$ cat src/rtl/wb_multi_stage.sv
`default_nettype none
// ============================================================================
// Module      : wb_multi_stage
// Description : Multi-lane write-back stage with late load fill, same-target
//               write squashing, sticky halt and a committed-write counter.
// Revision    : 1.0 - initial release
// ============================================================================
module wb_multi_stage #(
  parameter int DW    = 32,
  parameter int RW    = 5,
  parameter int LANES = 2,
  parameter int CNTW  = 32
) (
  input  logic                  CLK,
  input  logic                  nRST,
  input  logic                  ihit,
  input  logic                  flush,
  input  logic                  dhit,
  input  logic [DW-1:0]         dmemload,
  input  logic [LANES-1:0]      vld_in,
  input  logic [LANES-1:0]      regWr_in,
  input  logic [LANES*2-1:0]    regSel_in,
  input  logic [LANES*RW-1:0]   regDst_in,
  input  logic [LANES*DW-1:0]   nPC_in,
  input  logic [LANES*DW-1:0]   ALUOut_in,
  input  logic [LANES*DW-1:0]   lui_in,
  input  logic                  halt_in,
  output logic [LANES-1:0]      WEN,
  output logic [LANES*RW-1:0]   wsel,
  output logic [LANES*DW-1:0]   wdat,
  output logic                  ld_pend,
  output logic                  halt,
  output logic [CNTW-1:0]       retired
);

  localparam logic [1:0] c_SEL_ALU  = 2'd0;
  localparam logic [1:0] c_SEL_LOAD = 2'd1;
  localparam logic [1:0] c_SEL_NPC  = 2'd2;
  localparam logic [1:0] c_SEL_LUI  = 2'd3;

  // Unpacked views of the lane-major input buses
  logic [1:0]    w_regsel_in [LANES];
  logic [RW-1:0] w_regdst_in [LANES];
  logic [DW-1:0] w_npc_in    [LANES];
  logic [DW-1:0] w_alu_in    [LANES];
  logic [DW-1:0] w_lui_in    [LANES];

  // Stage register
  logic [LANES-1:0] r_vld;
  logic [LANES-1:0] r_regwr;
  logic [LANES-1:0] r_ldok;
  logic [LANES-1:0] r_done;
  logic [1:0]       r_regsel [LANES];
  logic [RW-1:0]    r_regdst [LANES];
  logic [DW-1:0]    r_npc    [LANES];
  logic [DW-1:0]    r_alu    [LANES];
  logic [DW-1:0]    r_lui    [LANES];
  logic [DW-1:0]    r_ldata  [LANES];
  logic             r_halt_l;
  logic             r_halt;
  logic [CNTW-1:0]  r_retired;

  logic [LANES-1:0] w_elig;
  logic [LANES-1:0] w_shadow;
  logic [LANES-1:0] w_wen;
  logic [LANES-1:0] w_fill_old;
  logic [LANES-1:0] w_fill_new;
  logic [LANES-1:0] w_ld_wait;
  logic [DW-1:0]    w_wdat [LANES];
  logic [CNTW-1:0]  w_pop;
  logic             w_found_old;
  logic             w_found_new;

  genvar g;
  generate
    for (g = 0; g < LANES; g++) begin : g_lane
      assign w_regsel_in[g]     = regSel_in[g*2 +: 2];
      assign w_regdst_in[g]     = regDst_in[g*RW +: RW];
      assign w_npc_in[g]        = nPC_in[g*DW +: DW];
      assign w_alu_in[g]        = ALUOut_in[g*DW +: DW];
      assign w_lui_in[g]        = lui_in[g*DW +: DW];
      assign wsel[g*RW +: RW]   = r_regdst[g];
      assign wdat[g*DW +: DW]   = w_wdat[g];
    end
  endgenerate

  // Per-lane eligibility, younger-lane squashing and result selection
  always_comb begin
    w_elig    = '0;
    w_shadow  = '0;
    w_ld_wait = '0;
    for (int i = 0; i < LANES; i++) begin
      w_wdat[i]    = r_alu[i];
      w_ld_wait[i] = r_vld[i] & (r_regsel[i] == c_SEL_LOAD) & ~r_ldok[i];
      w_elig[i]    = r_vld[i] & r_regwr[i] & (r_regdst[i] != '0) &
                     ((r_regsel[i] != c_SEL_LOAD) | r_ldok[i]) & ~r_done[i];
      for (int j = 0; j < LANES; j++) begin
        if (j > i && r_vld[j] && r_regwr[j] && (r_regdst[j] == r_regdst[i]))
          w_shadow[i] = 1'b1;
      end
      case (r_regsel[i])
        c_SEL_ALU:  w_wdat[i] = r_alu[i];
        c_SEL_LOAD: w_wdat[i] = r_ldata[i];
        c_SEL_NPC:  w_wdat[i] = r_npc[i];
        c_SEL_LUI:  w_wdat[i] = r_lui[i];
        default:    w_wdat[i] = r_alu[i];
      endcase
    end
    w_wen = w_elig & ~w_shadow;
  end

  // One load lane filled per dhit: lowest waiting lane, either held or incoming
  always_comb begin
    w_fill_old  = '0;
    w_fill_new  = '0;
    w_found_old = 1'b0;
    w_found_new = 1'b0;
    for (int i = 0; i < LANES; i++) begin
      if (!w_found_old && dhit && w_ld_wait[i]) begin
        w_fill_old[i] = 1'b1;
        w_found_old   = 1'b1;
      end
      if (!w_found_new && dhit && !flush && vld_in[i] &&
          (w_regsel_in[i] == c_SEL_LOAD)) begin
        w_fill_new[i] = 1'b1;
        w_found_new   = 1'b1;
      end
    end
  end

  always_comb begin
    w_pop = '0;
    for (int i = 0; i < LANES; i++)
      w_pop = w_pop + CNTW'(w_wen[i]);
  end

  always_ff @(posedge CLK or negedge nRST) begin
    if (!nRST) begin
      r_vld     <= '0;
      r_regwr   <= '0;
      r_ldok    <= '0;
      r_done    <= '0;
      r_halt_l  <= 1'b0;
      r_halt    <= 1'b0;
      r_retired <= '0;
      for (int i = 0; i < LANES; i++) begin
        r_regsel[i] <= '0;
        r_regdst[i] <= '0;
        r_npc[i]    <= '0;
        r_alu[i]    <= '0;
        r_lui[i]    <= '0;
        r_ldata[i]  <= '0;
      end
    end else begin
      r_retired <= r_retired + w_pop;
      r_halt    <= r_halt | (r_halt_l & ~(|w_ld_wait));
      if (ihit) begin
        r_vld    <= flush ? '0 : vld_in;
        r_regwr  <= regWr_in;
        r_halt_l <= halt_in & ~flush;
        r_done   <= '0;
        r_ldok   <= w_fill_new;
        for (int i = 0; i < LANES; i++) begin
          r_regsel[i] <= w_regsel_in[i];
          r_regdst[i] <= w_regdst_in[i];
          r_npc[i]    <= w_npc_in[i];
          r_alu[i]    <= w_alu_in[i];
          r_lui[i]    <= w_lui_in[i];
          r_ldata[i]  <= w_fill_new[i] ? dmemload : '0;
        end
      end else begin
        // Squashed lanes retire silently alongside lanes that just wrote
        r_done <= r_done | w_wen | w_shadow;
        r_ldok <= r_ldok | w_fill_old;
        for (int i = 0; i < LANES; i++) begin
          if (w_fill_old[i])
            r_ldata[i] <= dmemload;
        end
      end
    end
  end

  assign WEN     = w_wen;
  assign ld_pend = |w_ld_wait;
  assign halt    = r_halt;
  assign retired = r_retired;

endmodule
`default_nettype wire

$ cat config.mk
export PLATFORM = sky130hd
export DESIGN_NAME = wb_multi_stage
export DESIGN_NICKNAME = d
export VERILOG_FILES = /design/src/rtl/wb_multi_stage.sv
export SDC_FILE = /design/constraint.sdc
export NUM_CORES = 1
export LEC_CHECK = 0
export BUFFER_PORTS_ARGS = -buffer_cell sky130_fd_sc_hd__buf_4
export CORE_MARGIN = 3
export CORE_UTILIZATION = 55
export DETAILED_ROUTE_END_ITERATION = 7
export PLACE_DENSITY_LB_ADDON = 0.25
export SETUP_SLACK_MARGIN = 0.1
export SLEW_MARGIN = 20
export SYNTH_ARGS = -nofsm -noshare
export SYNTH_HDL_FRONTEND = slang
export SYNTH_SLANG_ARGS = --single-unit
$ cat constraint.sdc
create_clock -name CLK -period 7.11 [get_ports CLK]
set_input_delay 0.3555 -clock CLK [delete_from_list [all_inputs] [get_ports CLK]]
set_output_delay 0.3555 -clock CLK [all_outputs]
set_load 0.1 [all_outputs]
; Word-level counts from Yosys, hierarchy flattened
; Index checks and enable logic that the tools add are counted.
[classes]
add_sub_neg = 2
n_eq_ne = 11
mux = 15
bitwise_logic = 28
reduce_logical = 22
[ops]
columns = cell, count
row1 = $pmux 32 s4, 2
row2 = $mux 32, 4
row3 = $mux 64, 1
row4 = $add 32x2->32, 1
row5 = $and 1x1->1, 14
row6 = $logic_and 1x1->1, 12
row7 = $reduce_bool 5->1, 2
row8 = $eq 2x1->1 const B, 4
row9 = $eq 2x2->1 const B, 4
row10 = $mux 2, 3
row11 = $not 1->1, 6
row12 = $eq 5x5->1, 1
row13 = $mux 1, 5
row14 = $logic_not 2->1, 2
row15 = $ne 2x1->1 const B, 2
row16 = $or 2x2->2, 2
row17 = $reduce_bool 2->1, 2
row18 = $logic_not 1->1, 3
row19 = $or 1x1->1, 3
row20 = $add 1x1->2, 1
row21 = $and 2x2->2, 1
row22 = $not 1->2, 1
row23 = $or 2x1->2, 1
row24 = $reduce_or 2->1, 1
[word_totals]
register_bits = 312
input_bits = 248
output_inout_bits = 110
wordCells = 97

; Depth between registers and ports, before layout
[logic_depth]
depth_word = 13
depth_mapped = 13
depth_no_buf = 11

; Least setup slack after synthesis
; No wires, ideal clock.
[synth_path]
path_kind = register to register
startpoint = reg r_regdst, in the netlist wsel[0]
endpoint = reg r_retired[26], in the netlist retired[26]
setup_time_ns = 0.159
arrival_ns = 3.078
required_time_ns = 6.951
setup_slack_ns = 3.873
path_stages_with_launch = 12
path_buffers = 1
period_less_slack_ns = 3.237
cell_sequence = dfrtp_1 nor3_1 a211oi_1 nand2_1 fa_1 inv_1 ha_1 and4_1 nor3b_2 buf_4 nand4_1 xnor2_1
[synth_between]
elab_chain_cells = 7
word_cells_on_any_way = 11
cone_classes = add/sub: 2 / eq/ne: 1 / mux: 1 / bitwise: 5 / reduce/logical: 2
[synth_lines]
columns = item, line_no
row1 = from (decl), 54  ; logic [RW-1:0] r_regdst [LANES];
row2 = "from (signal, indexed assignment)", 165  ; r_regdst[i] <= w_regdst_in[i];
row3 = $reduce_bool 5->1 or $eq 5x5->1 (tied branches), "95, 98"
row4 = $and 1x1->1 or $logic_and 1x1->1 (tied branches), "95, 98"
row5 = $and 1x1->1 or $mux 1 (tied branches), "95, 98"
row6 = $and 1x1->1 or $not 1->2 (tied branches), "96, 109"
row7 = $and 2x2->2 *, 109  ; w_wen = w_elig & ~w_shadow;
row8 = $add 1x1->2 *, 134  ; w_pop = w_pop + CNTW'(w_wen[i]);
row9 = $add 32x2->32 *, 155  ; r_retired <= r_retired + w_pop;
row10 = to (signal assigned), 155
row11 = to (decl), 61  ; logic [CNTW-1:0] r_retired;
; Mark *: on every way between the ends. The rest lies on a longest branch, timed or not.
; A chain may end at the register's enable or synchronous reset.

; Worst setup path after layout
[layout_path]
startpoint = reg r_regsel[2] (netlist name)
endpoint = reg r_retired[24], in the netlist retired[24]
[layout_between]
elab_chain_cells = 7
[layout_lines]
columns = item, line_no
row1 = from (decl), 53  ; logic [1:0] r_regsel [LANES];
row2 = "from (signal, indexed assignment)", 164  ; r_regsel[i] <= w_regsel_in[i];
row3 = $ne 2x1->1, 96  ; ((r_regsel[i] != c_SEL_LOAD) | r_ldok[i]) & ~r_done[i];
row4 = $or 1x1->1, 96
row5 = $and 1x1->1, 95  ; w_elig[i] = r_vld[i] & r_regwr[i] & (r_regdst[i] != '0) &
row6 = $and 1x1->1, 96
row7 = $and 2x2->2, 109
row8 = $add 1x1->2, 134
row9 = $add 32x2->32, 155
; No other way between the ends.

==> impl_results.md <==
- Resize count post-CTS: 0
- Sequential share of the synthesized area: 0.576
- Pre-CTS setup slack: 3.57 ns
- Worst rel slew slack: 0.297
- Hold Vio Cnt, Final: 0
- Crit Path Max Fanout: 36
- Post-synth EDFFs: 0
- Worst R2R Start: r_regsel[2]$_DFFE_PN0P_
- Yosys warning count: 0
- Share of layout cells above drive strength 1: 0.546
- GR Layer Usage met1: 0.334
- Reg power frac: 0.396
- Distinct cell type count after synthesis: 46
- Status: finished, final reports clean
- Dpl hpwl: 25,200 um
- Initial Util: 0.569
- Fin util: 0.735
- Drt pass-1 iters: 5
- Startpoint class of the critical path: register
- Pin count of the biggest net entering global routing: 101
- Minimum clock period: 3.57 ns
- Slew at the pin closest to its max-slew limit: 1.05 ns
- Final total power: 5.12 mW
- Adder-Cell Fraction of Synth Area: 0.00240
- Ys async rst share: 1.00
- Remaining global-route overflow: 0
- Crit. End Element: register
- Net Sw Power: 1.71 mW
- Hold Worst Slack: 0.0735 ns
- Core area: 0.0238 sq mm
- Switching fraction of total power: 0.334
- Syn Inst Count: 909
- GP Congestion: 0.786
- Detail Route Antenna Nets: 0
- Row cnt: 56
- Final setup vio count: 0
- Min-Delay Path Depth: 3
- Die height: 163 um
- Routed wire length: 35,800 um
- Ys flop type: dfrtp_1
- Overall routing resource usage: 0.270
- Vias per cell: 5.70
- Cell Int Power: 3.41 mW
- Pwr Density: 292 mW/mm^2
- Hold Crit Class: primary input to register
- Combinational power share: 0.264
- Final #Nets: 1,504
- Clock power share: 0.339
- Full die area: 0.0266 sq mm
- CTS tree: yes
- Remaining DRCs: 0
- Met3 Resource Use GR: 0.0748
- CTS HTree Levels: 2
- Synth Area in Compound Gates: 0.0403
- Die Span X: 163 um
- Vias in the first global route: 9,935
- Syn_nets: 1,159
- Routed via count: 9,095
- Mux share of post-synthesis cell area: 0.278
- Unrepaired setup endpoints after global routing: no
- Largest family of logic cells by synthesized area: multiplexers
- WS Path Type: register to register
- Post-CTS Hold Fix Bufs: 1
- Initial antenna violation count: 1
- GRT met2 Usage: 0.466
- CTS max path bufs: 3
- Synthesized area: 0.0136 sq mm
- Area share of xor/xnor cells in the synthesized design: 0.0226
- Skew-Pair Late Insertion Delay: 0.51 ns
- Setup TNS: 0 ns
- Crit share post-route: 0.502
- Max-cap violations: 0
- Clock Root Buffer: clkbuf_16
- Ports: 358
- P_leak: 7.97 nW
- Clock transition at path regs: 0.06 ns
- PortBufs: 357
- Clk sinks: 312
- Final worst slack: 3.54 ns
- Fill count: 1,613
- Syn Area/Cell: 14.9 sq um
- Critical Path RT: 7.49 ns
- Drt first-iter violations: 637
- GRT Max-Usage Layer: met2
- R2R cell count: 11
- Post-CTS setup buffers: 0
- VDD IR max: 0.478 mV
- Seq cells post-synth: 312
- HP Start: halt_in
- Area Overhead vs Synth: 29.2%
- First-pass GRT wire length: 55,000 um
- CP arrival: 3.95 ns
- Fin. max-slew vios: 0
- Worst Hold Path EP: r_halt_l$_DFFE_PN0P_
- Flop2flop setup slack: 3.54 ns
- Avg WL per Cell: 22.4 um
- R2R Path End: retired[24]$_DFF_PN0_
- CTS Buf Count: 36
- Clock Skews: 0.0196 ns
- Maximum clock frequency: 280 MHz
- Synth Area in Simple Gates: 0.0532
cell families after synthesis:
group | count (synthesis)
flip-flops | 312
multiplexers | 271
buffers and inverters | 69
AO/OA/AOI/OAI | 79
adder cells (fa/ha/maj) | 2
XOR/XNOR | 35
AND/OR/NAND/NOR | 141
Yosys cell counts (all sizes together) (2+ instances only):
| master | count | share of area |
|---|---|---|
| a21oi | 35 | 0.013 |
| a22o | 32 | 0.021 |
| and2 | 2 | 0.0010 |
| and3 | 7 | 0.0032 |
| and4 | 6 | 0.0039 |
| and4bb | 3 | 0.0028 |
| buf | 50 | 0.022 |
| clkbuf | 10 | 0.0028 |
| dfrtp | 312 | 0.58 |
| inv | 9 | 0.0025 |
| mux2 | 207 | 0.17 |
| mux4 | 64 | 0.11 |
| nand2 | 77 | 0.021 |
| nand3 | 10 | 0.0037 |
| nand3b | 2 | 0.0011 |
| nand4 | 12 | 0.0055 |
| nand4b | 3 | 0.0019 |
| nor2 | 8 | 0.0024 |
| nor2b | 2 | 0.00092 |
| nor3b | 2 | 0.0015 |
| o21ai | 7 | 0.0034 |
| xnor2 | 29 | 0.019 |
| xor2 | 6 | 0.0039 |
power by group through the flow:
| stage | clock network [mW] | registers [mW] | logic, mW |
|---|---|---|---|
| 4_1_cts | 1.77 | 2.03 | 1.36 |
| 3_5_place_dp | 0 | 2.06 | 1.36 |
| 2_1_floorplan | 0 | 2.15 | 0.884 |
| 5_1_grt | 1.85 | 2.05 | 1.41 |
| 6_report | 1.74 | 2.03 | 1.35 |
| 3_3_place_gp | 0 | 2.05 | 1.35 |
per-layer routing:
metal / up-vias / wire, um
met5: - / 0
met4: 0 / 1170
met3: 65 / 2970
met2: 339 / 18200
met1: 4663 / 13400
li1: 4028 / -
flip-flops by register name (all words and copies together), names as in the netlist:
signal and count:
halt 1, r_ldok 2, r_npc 64, r_regwr 2, wsel 10, r_alu 64, r_regsel 4, retired 32
r_vld 2, r_halt_l 1, r_done 2, r_lui 64, r_ldata 64
layout make-up:
class	count	area, sq um	area share
Sequential cell	312	7810	0.446
Clock buffer	54	1050	0.0599
Timing Repair Buffer	367	2770	0.158
Inverter	9	33.8	0.00193
Multi-Input combinational cell	528	5390	0.308
Antenna cell	1	2.50	0.000143
Tap cell	319	399	0.0228
Clock inverter	5	53.8	0.00307
critical path, stage by stage (launching register included):
cell	delay [ns]
dfrtp_2	0.39
buf_4	0.34
nor3b_1	0.25
a211oi_1	0.31
nand2_1	0.16
fa_1	0.49
inv_1	0.08
ha_1	0.21
and4_1	0.25
nor3b_2	0.59
nand3_1	0.22
xnor2_1	0.17
cell usage in the layout (no fill, tap or decap), types with 2 or more instances in the layout:
cell       synthesis  layout
nand4b_1           3       3
nand4_1           12      12
dfrtp_2            0       3
nor2_1             7       7
nand2_1           77      77
nor2b_1            2       2
mux4_2            64      64
and4_1             6       6
xor2_1             6       6
clkbuf_1          10      11
o21ai_0            5       5
a21oi_1           34      34
inv_1              9       9
clkbuf_16          0      37
mux2_2           207     207
nand3b_1           2       2
and4bb_1           2       2
dfrtp_1          312     309
clkinv_2           0       3
and3_1             7       7
nand3_1           10      10
buf_4             10     364
clkbuf_8           0       7
a22o_1            32      32
xnor2_1           29      29
stage by stage:
| stage | cells | instance area, sq um |
|---|---|---|
| final | 1595 | 17500 |
| after global routing | 1595 | 17500 |
| after CTS | 1594 | 17500 |
| after detailed placement | 1534 | 16400 |
| after global placement | 1534 | 16400 |
| after floorplan | 909 | 13600 |
worst max path at each step:
stage / endpoint / depth (start not counted) / from / slack [ns]
floorplan: retired[26]$_DFF_PN0_ / 11 / wsel[0]$_DFFE_PN0P_ / 3.87
detailed placement: retired[28]$_DFF_PN0_ / 11 / r_regsel[2]$_DFFE_PN0P_ / 3.57
global route: retired[28]$_DFF_PN0_ / 11 / r_regsel[2]$_DFFE_PN0P_ / 3.22
global placement: retired[26]$_DFF_PN0_ / 11 / r_regsel[2]$_DFFE_PN0P_ / 3.61
finish: retired[24]$_DFF_PN0_ / 11 / r_regsel[2]$_DFFE_PN0P_ / 3.54
CTS: retired[24]$_DFF_PN0_ / 11 / r_regsel[2]$_DFFE_PN0P_ / 3.49
Power figures use the tool's default switching activity.
